### config.mk
export PLATFORM = sky130hd
export DESIGN_NAME = serv_wb2axi_arbiter
export DESIGN_NICKNAME = d
export VERILOG_FILES = /design/src/rtl/serv_wb2axi_arbiter.sv
export SDC_FILE = /design/constraint.sdc
export NUM_CORES = 1
export LEC_CHECK = 0
export BUFFER_PORTS_ARGS = -buffer_cell sky130_fd_sc_hd__buf_2
export CAP_MARGIN = 30
export CORE_UTILIZATION = 42
export CTS_BUF_LIST = sky130_fd_sc_hd__clkbuf_16
export CTS_CLUSTER_DIAMETER = 40
export CTS_CLUSTER_SIZE = 14
export DETAILED_ROUTE_END_ITERATION = 12
export HOLD_SLACK_MARGIN = 0.1
export PLACE_DENSITY_LB_ADDON = 0.2
export SYNTH_ARGS = -nofsm -noshare
export SYNTH_HDL_FRONTEND = slang
export SYNTH_SLANG_ARGS = --single-unit
### constraint.sdc
create_clock -name clk -period 1.7 [get_ports clk]
set_input_delay 0.17 -clock clk [delete_from_list [all_inputs] [get_ports clk]]
set_output_delay 0.17 -clock clk [all_outputs]
set_load 0.01 [all_outputs]
### src/rtl/serv_wb2axi_arbiter.sv
// Two-requester Wishbone to single-beat AXI4-Lite bridge with one transaction in flight.
// Optional SERV_ARB_ERR_EN macro returns AXI SLVERR/DECERR on s_err alongside s_ack.
module serv_wb2axi_arbiter #(
    parameter int unsigned AW = 13,
    parameter bit          RR = 1'b1
) (
    input  logic            clk,
    input  logic            rst,
    input  logic [2*AW-1:0] s_adr,
    input  logic [63:0]     s_dat,
    input  logic [7:0]      s_sel,
    input  logic [1:0]      s_we,
    input  logic [1:0]      s_stb,
    output logic [1:0]      s_ack,
    output logic [1:0]      s_err,
    output logic [31:0]     s_rdt,
    output logic            m_awvalid,
    input  logic            m_awready,
    output logic [AW-1:0]   m_awaddr,
    output logic            m_wvalid,
    input  logic            m_wready,
    output logic [31:0]     m_wdata,
    output logic [3:0]      m_wstrb,
    input  logic            m_bvalid,
    output logic            m_bready,
    input  logic [1:0]      m_bresp,
    output logic            m_arvalid,
    input  logic            m_arready,
    output logic [AW-1:0]   m_araddr,
    input  logic            m_rvalid,
    output logic            m_rready,
    input  logic [31:0]     m_rdata,
    input  logic [1:0]      m_rresp
);

    localparam logic [2:0] IDLE  = 3'd0;
    localparam logic [2:0] WR    = 3'd1;
    localparam logic [2:0] WRESP = 3'd2;
    localparam logic [2:0] RD_A  = 3'd3;
    localparam logic [2:0] RD_D  = 3'd4;
    localparam logic [2:0] ACK   = 3'd5;

    logic [2:0]    state, state_nxt;
    logic          grant, grant_nxt;
    logic          rr_ptr, rr_ptr_nxt;
    logic          pick;
    logic [AW-3:0] adr_q, adr_nxt;
    logic [31:0]   dat_nxt;
    logic [3:0]    sel_nxt;
    logic          aw_nxt, w_nxt;
    logic [1:0]    ack_nxt;
    logic [31:0]   rdt_nxt;
    logic          err_nxt;

    // Word-aligned address shared by both AXI address channels
    assign m_awaddr = {adr_q, 2'b00};
    assign m_araddr = {adr_q, 2'b00};

    // Arbitration: on a tie round-robin favours the requester that was not served last
    always_comb begin
        pick = 1'b0;
        if (s_stb == 2'b01) begin
            pick = 1'b0;
        end else if (s_stb == 2'b10) begin
            pick = 1'b1;
        end else begin
            pick = RR ? ~rr_ptr : 1'b0;
        end
    end

    // Next-state and next-output logic
    always_comb begin
        state_nxt  = state;
        grant_nxt  = grant;
        rr_ptr_nxt = rr_ptr;
        adr_nxt    = adr_q;
        dat_nxt    = m_wdata;
        sel_nxt    = m_wstrb;
        aw_nxt     = 1'b0;
        w_nxt      = 1'b0;
        rdt_nxt    = s_rdt;
        err_nxt    = 1'b0;

        case (state)
            IDLE: begin
                if (|s_stb) begin
                    grant_nxt  = pick;
                    rr_ptr_nxt = pick;
                    adr_nxt    = pick ? s_adr[2*AW-1:AW+2] : s_adr[AW-1:2];
                    dat_nxt    = pick ? s_dat[63:32] : s_dat[31:0];
                    sel_nxt    = pick ? s_sel[7:4] : s_sel[3:0];
                    if (s_we[pick]) begin
                        state_nxt = WR;
                        aw_nxt    = 1'b1;
                        w_nxt     = 1'b1;
                    end else begin
                        state_nxt = RD_A;
                    end
                end
            end
            WR: begin
                aw_nxt = m_awvalid & ~m_awready;
                w_nxt  = m_wvalid & ~m_wready;
                if (!aw_nxt && !w_nxt) begin
                    state_nxt = WRESP;
                end
            end
            WRESP: begin
                if (m_bvalid) begin
                    state_nxt = ACK;
                    err_nxt   = m_bresp[1];
                end
            end
            RD_A: begin
                if (m_arready) begin
                    state_nxt = RD_D;
                end
            end
            RD_D: begin
                if (m_rvalid) begin
                    state_nxt = ACK;
                    rdt_nxt   = m_rdata;
                    err_nxt   = m_rresp[1];
                end
            end
            ACK: begin
                state_nxt = IDLE;
            end
            default: begin
                state_nxt = IDLE;
            end
        endcase

        ack_nxt = 2'b00;
        if (state_nxt == ACK) begin
            ack_nxt = grant_nxt ? 2'b10 : 2'b01;
        end
    end

    // State and registered outputs
    always_ff @(posedge clk) begin
        if (rst) begin
            state     <= IDLE;
            grant     <= 1'b0;
            rr_ptr    <= 1'b1;
            adr_q     <= '0;
            m_wdata   <= '0;
            m_wstrb   <= '0;
            m_awvalid <= 1'b0;
            m_wvalid  <= 1'b0;
            m_bready  <= 1'b0;
            m_arvalid <= 1'b0;
            m_rready  <= 1'b0;
            s_ack     <= 2'b00;
            s_rdt     <= '0;
        end else begin
            state     <= state_nxt;
            grant     <= grant_nxt;
            rr_ptr    <= rr_ptr_nxt;
            adr_q     <= adr_nxt;
            m_wdata   <= dat_nxt;
            m_wstrb   <= sel_nxt;
            m_awvalid <= aw_nxt;
            m_wvalid  <= w_nxt;
            m_bready  <= (state_nxt == WRESP);
            m_arvalid <= (state_nxt == RD_A);
            m_rready  <= (state_nxt == RD_D);
            s_ack     <= ack_nxt;
            s_rdt     <= rdt_nxt;
        end
    end

`ifdef SERV_ARB_ERR_EN
    // Error flag travels with the acknowledge of the granted requester
    always_ff @(posedge clk) begin
        if (rst) begin
            s_err <= 2'b00;
        end else begin
            s_err <= ack_nxt & {2{err_nxt}};
        end
    end

    logic unused;
    assign unused = &{1'b0, m_bresp[0], m_rresp[0], s_adr[1:0], s_adr[AW+1:AW]};
`else
    assign s_err = 2'b00;

    logic unused;
    assign unused = &{1'b0, err_nxt, m_bresp, m_rresp, s_adr[1:0], s_adr[AW+1:AW]};
`endif

endmodule

==> run summary, run 1 <==
Startpoint types: flop
Register bit count reported by yosys: 91
Wirelength per Cell: 14.1 um
Sequential Power Share: 37.3%
Number of diodes: 0
Final WL: 12500 um
Post-route ant nets: 0
Worst slew pin tran: 561 ps
I/O pins: 248
Final period util: 92.2%
Post-synthesis sequential area ratio: 48.3%
Synthesis Warnings: 0
Final net count: 922
Gr usage total: 26.4%
Peak VDD IR: 0.656 mV
Synth Area in Adders: 0%
Synth Area in Compound Gates: 17.0%
Clock skew: 6.28 ps
Std-Cell Rows: 34
Largest family of logic cells by synthesized area: simple AND/OR/NAND/NOR gates
Fin. max-slew vios: 0
Clk sinks: 91
Total core area: 0.00872 sq mm
Share of layout cells above drive strength 1: 34.3%
Post-synth cell types: 31
Die Wd: 96.8 um
Post-route cell area: 0.00623 sq mm
Setup CP Type: reg2reg
Initial Util: 43.3%
DRT iter0 DRCs: 83
Layout area overhead: 64.9%
Gp weighted congestion: 0.747
Clock Tree Root: clkbuf_16
Internal power: 4.95 mW
FMAX: 638 MHz
TNS Setup: 0 ps
Placed instance area: 0.00498 sq mm
Final hold viol count: 0
Data required, critical path: 1940 ps
Placed cells: 781
Reg-to-reg setup timing slack: 130 ps
First-pass GRT wire length: 20300 um
Placement Setup Slack: 107 ps
Clock share of power: 26.6%
Critical path fanouts, max: 34
Clk_lat worst skew: 340 ps
CTS tree: done
PnR worst setup slack: 133 ps
Post-Synth Simple-Gate Area: 25.9%
DRC errors left: 0
Post-detailed-route via-to-cell ratio: 5.01
Maxcap violations: 0
Worst hold-check path type: in2reg
Util after Layout: 71.4%
Switch Pwr: 2.60 mW
I/O Buffers: 233
Vias in the first global route: 4343
Number of buffers created by CTS: 9
Final setup vio count: 0
Cell area power density: 1210 mW/mm^2
TritonRoute pass-1 iters: 4
Filler-free cell count of the finished design: 890
CP arrival: 1810 ps
XOR/XNOR share of the synthesized area: 0%
Mux cell area share after synthesis: 0.530%
Clock-pin slew on the worst setup and hold paths: 70 ps
Critical Path End Type: flop
Die height: 96.8 um
Max Root-Sink Buffers: 2
Status: complete, no violations
RSZ-0062 raised after global routing: false
Antenna violations before repair: 0
Avg Inst Size Synth: 7.88 sq um
Vias after detailed routing: 4457
H-tree lvl count: 3
Synthesized area: 0.00377 sq mm
Post-DP HPWL: 7750 um
Tmin final: 1570 ps
Postcts setup bufs: 0
GR Overflow Total: 0
Largest net degree at the start of global routing: 50
Sw Share: 34.4%
Syn Inst Count: 479
Combinational power share: 36.1%
Slew headroom: 62.6%
Die area: 0.00937 sq mm
Leakage Power: 2.94 nW
## sequential cells by signal, summed over array words and instances (netlist names)
register / flops
grant: 1
m_awvalid: 1
m_wvalid: 1
m_wdata: 32
m_bready: 1
adr_q: 11
state: 3
m_arvalid: 1
s_rdt: 32
m_rready: 1
s_ack: 2
m_wstrb: 4
rr_ptr: 1
## power by group through the flow
stage          Clock, mW  Combinational, mW  Sequential, mW
3_5_place_dp           0               2.51            2.85
5_1_grt             2.14               2.97            2.87
6_report            2.01               2.72            2.82
3_3_place_gp           0               2.46            2.83
4_1_cts             2.05               2.69            2.81
2_1_floorplan          0               1.40            3.02
## repair_timing
item | in CTS | in global routing
hold endpoints to repair | 68 | 0
hold buffers | 93 | 0
endpoints found under the setup margin | 0 | 10
resized for setup | 0 | 3
## cell usage in the layout, fill, tap and decap left out, types with 3 or more instances in the layout
master / netlist / layout
a21oi_1: 35 / 34
a311oi_1: 47 / 46
buf_12: 0 / 7
buf_2: 16 / 233
buf_4: 18 / 5
clkbuf_16: 0 / 9
conb_1: 1 / 6
dfxtp_1: 91 / 89
dlygate4sd3_1: 0 / 93
inv_1: 3 / 3
nand2_1: 161 / 161
nor2_1: 52 / 52
nor2b_1: 7 / 7
nor3b_1: 3 / 3
## logic make-up after synthesis
group | after synthesis
AOI/OAI and AO/OA | 89
buffers and inverters | 59
DFF | 91
muxes | 2
other | 1
and+or+nand+nor | 237
## Yosys cell counts
master    instances  area share [%]
a21o_1            1            0.20
nor4bb_1          1            0.27
a311oi_1         47              11
clkbuf_2          1            0.13
mux2i_1           2            0.53
clkbuf_1         21             2.1
nand4_1           1            0.17
nor3_1            2            0.27
nor2b_1           7             1.2
nor3b_1           3            0.60
nand2b_1          2            0.33
o31a_1            1            0.23
and2_1            1            0.17
a32oi_1           1            0.23
or3b_1            1            0.23
a222oi_1          1            0.27
or3_1             1            0.17
inv_1             3            0.30
o21ai_0           2            0.27
a21oi_1          35             4.6
and4b_1           1            0.27
or2_2             2            0.33
and4_1            1            0.23
dfxtp_1          91              48
conb_1            1           0.099
nand2_1         161              16
a211o_1           1            0.23
nor4_4            1            0.56
nor2_1           52             5.2
buf_4            18             3.6
buf_2            16             2.1
## critical path, stage by stage (launching register included)
cell      delay, ps
dfxtp_1         370
nor4_4          390
buf_12          180
buf_12          180
nor2_1           80
a311oi_1        270
## cell type report
| class | count | area [sq um] |
|---|---|---|
| Multi-Input combinational cell | 334 | 1680 |
| Tap cell | 108 | 135 |
| Fill cell | 670 | 2490 |
| Sequential cell | 91 | 1820 |
| Inverter | 3 | 11.3 |
| Clock inverter | 7 | 76.3 |
| Clock buffer | 9 | 225 |
| Timing Repair Buffer | 338 | 2270 |
## per-layer routing
| metal | global-route usage, % | wire length (um) | share of wire [%] |
|---|---|---|---|
| met1 | 29.1 | 4910 | 39 |
| met2 | 47.6 | 6470 | 52 |
| met3 | 4.84 | 616 | 4.9 |
| met4 | 14.6 | 545 | 4.3 |
| met5 | 0 | 0 | 0 |
## stage by stage
stage / hold slack (ps) / total power [mW]
after floorplan: 306 / 4.42
after global placement: 411 / 5.29
after detailed placement: 416 / 5.37
after CTS: 100 / 7.55
after global routing: 103 / 7.98
final: 98.1 / 7.55
## worst paths after layout
path / startpoint / to / cells after the start
setup / recovery: state[1] / m_wdata[26] / 5
hold / removal: s_dat[59] / m_wdata[27] / 3
setup reg to reg: state[1] / m_wdata[26] / 5
hold reg to reg: s_rdt[8] / s_rdt[8] / 2
(Power assumes the default switching activity.)
==> run 2: changes to the inputs <==
- BUFFER_PORTS_ARGS: -buffer_cell sky130_fd_sc_hd__buf_2 -> -buffer_cell sky130_fd_sc_hd__buf_4
==> run summary, run 2 (same netlist as run 1, synthesis figures left out) <==
RSZ-0062 raised after global routing: false
Util after Layout: 72.2% (+0.83 points)
Sequential Power Share: 36.7% (-0.6 points)
Most frequent cells in the layout: 242 x buf_4, 161 x nand2_1, 91 x dfxtp_1, 52 x nor2_1, 47 x a311oi_1
CTS tree: done
Clock skew: 8.08 ps (+1.80 ps)
First-pass GRT wire length: 19700 um (-3.0%)
Internal power: 5.17 mW (+4.4%)
Cell area power density: 1230 mW/mm^2 (+1.4%)
Critical Path End Type: flop
Worst r2r dst: m_bready
FF-to-FF path depth: 4 (-1)
Initial Util: 43.3% (unchanged)
Die height: 96.8 um (unchanged)
Vias in the first global route: 4158 (-4.3%)
Number of diodes: 0 (unchanged)
Final period util: 94.4% (+2.3 points)
Peak VDD IR: 0.693 mV (+5.6%)
Tmin final: 1610 ps (+38.4 ps)
Final setup vio count: 0 (unchanged)
Wirelength per Cell: 14.9 um (+5.7%)
Clock-pin slew on the worst setup and hold paths: 70 ps (about the same)
Max Root-Sink Buffers: 2 (unchanged)
Setup CP Type: reg2reg
Top flop regs: m_wdata (32), s_rdt (32), adr_q (11)
Clock share of power: 25.5% (-1.1 points)
Die area: 0.00937 sq mm (unchanged)
Worst hold-check path type: in2reg
Maxcap violations: 0 (unchanged)
H-tree lvl count: 3 (unchanged)
Largest net degree at the start of global routing: 63 (+26%)
Hold WS: 106 ps (+8.36 ps)
DRT iter0 DRCs: 123 (+48%)
Slew headroom: 58.5% (-4.2 points)
Clk sinks: 91 (unchanged)
Antenna violations before repair: 0 (unchanged)
Post-detailed-route via-to-cell ratio: 5.10 (+1.8%)
Post-DP HPWL: 8120 um (+4.7%)
Gp weighted congestion: 0.779 (+4.3%)
Final net count: 876 (-5.0%)
Std-Cell Rows: 34 (unchanged)
Hold endpoint: m_wdata[27]
DRC errors left: 0 (unchanged)
Startpoint types: flop
Clock Tree Root: clkbuf_16
Share of layout cells above drive strength 1: 36.0% (+1.7 points)
Final hold viol count: 0 (unchanged)
Layout area overhead: 66.9%
CP arrival: 1800 ps (about the same)
Final WL: 12600 um (+0.26%)
FMAX: 623 MHz (-2.4%)
I/O pins: 248 (unchanged)
Total core area: 0.00872 sq mm (unchanged)
GR Overflow Total: 0 (unchanged)
Gr usage total: 25.8% (-0.58 points)
TritonRoute pass-1 iters: 4 (unchanged)
Commonest non-fill, non-tap cell in the layout: buf_4
Die Wd: 96.8 um (unchanged)
Source of the worst register-to-register timing path: state[0]
Number of buffers created by CTS: 9 (unchanged)
Vias after detailed routing: 4304 (-3.4%)
I/O Buffers: 233 (unchanged)
Status: complete, no violations
Hold Path Depth: 3 (unchanged)
Critical path fanouts, max: 10 (-71%)
Leakage Power: 2.88 nW (-2.2%)
TNS Setup: 0 ps (unchanged)
Clk_lat worst skew: 340 ps (about the same)
Hold Startpoint: s_dat[59]
Sw Share: 33.2% (-1.2 points)
Fillers: 679 (+1.3%)
Data required, critical path: 1890 ps (-50 ps)
Combinational power share: 37.8% (+1.7 points)
Post-route ant nets: 0 (unchanged)
Fin. max-slew vios: 0 (unchanged)
Switch Pwr: 2.57 mW (-0.99%)
Worst slew pin tran: 623 ps (+62.5 ps)
Reg-to-reg setup timing slack: 90 ps (-40 ps)
==> run 2: cell types whose count changed in the layout (fill, tap and decap cells not counted), sizes merged <==
cell / delta
buf: +1
clkbuf: +1
dlygate4sd3: -48
clkinvlp: -2
clkinv: +2
==> run 2: worst max-delay path, cell delays in order (launching register included) <==
cell	delay [ps]
dfxtp_1	550
nor4_4	70
buf_4	160
a222oi_1	560
nor4bb_1	120
==> run 2: how the worst max path moves through the flow <==
stage / from / cells past startpoint / slack, ps / end
after floorplan: state[0] / 5 / 150 / s_ack[0]
after global placement: state[0] / 5 / 110 / m_wdata[17]
after detailed placement: state[0] / 5 / 40 / m_wdata[14]
after CTS: state[1] / 5 / 40 / m_wdata[14]
after global routing: state[0] / 4 / 6 / m_bready
final: state[0] / 4 / 90 / m_bready
==> run 2: final cells by class <==
type,count,area [sq um],share of cell area [%]
Timing Repair Buffer,292,2360,37.5
Sequential cell,91,1820,28.9
Multi-Input combinational cell,334,1670,26.6
Clock buffer,9,225,3.58
Tap cell,108,135,2.15
Clock inverter,7,68.8,1.09
Inverter,3,11.3,0.179
==> run 2: per-stage QoR <==
| stage | instance area [sq um] | total power, mW | worst slack, ps | instances |
|---|---|---|---|---|
| 2_1_floorplan | 3790 | 4.42 | 150 | 484 |
| 3_3_place_gp | 5520 | 5.57 | 114 | 780 |
| 3_5_place_dp | 5520 | 5.65 | 42.3 | 780 |
| 4_1_cts | 6270 | 7.71 | 35.2 | 841 |
| 5_1_grt | 6300 | 8.17 | 5.92 | 844 |
| 6_report | 6300 | 7.74 | 94.4 | 844 |
==> run 2: power by group through the flow <==
| stage | Clock [mW] | Sequential, mW | Combinational [mW] |
|---|---|---|---|
| CTS | 2.02 | 2.84 | 2.86 |
| global route | 2.10 | 2.90 | 3.18 |
| detailed placement | 0 | 2.88 | 2.77 |
| global placement | 0 | 2.86 | 2.71 |
| finish | 1.97 | 2.84 | 2.93 |
| floorplan | 0 | 3.02 | 1.40 |
==> run 2: repair_timing <==
item,in CTS,in global routing
pin swaps,1,3
setup buffers,0,2
hold buffers,45,0
endpoints found under the setup margin,1,16
endpoints found under the hold margin,41,0
gates resized for setup,0,1
gates cloned,0,1
==> run 2: metal layers <==
metal | global-route usage [%] | wire length [um] | up-vias
li1 | - | - | 2098
met1 | 27.8 | 4740 | 1990
met2 | 46.9 | 6640 | 181
met3 | 6.29 | 745 | 35
met4 | 12.9 | 445 | 0
met5 | 0 | 0 | -
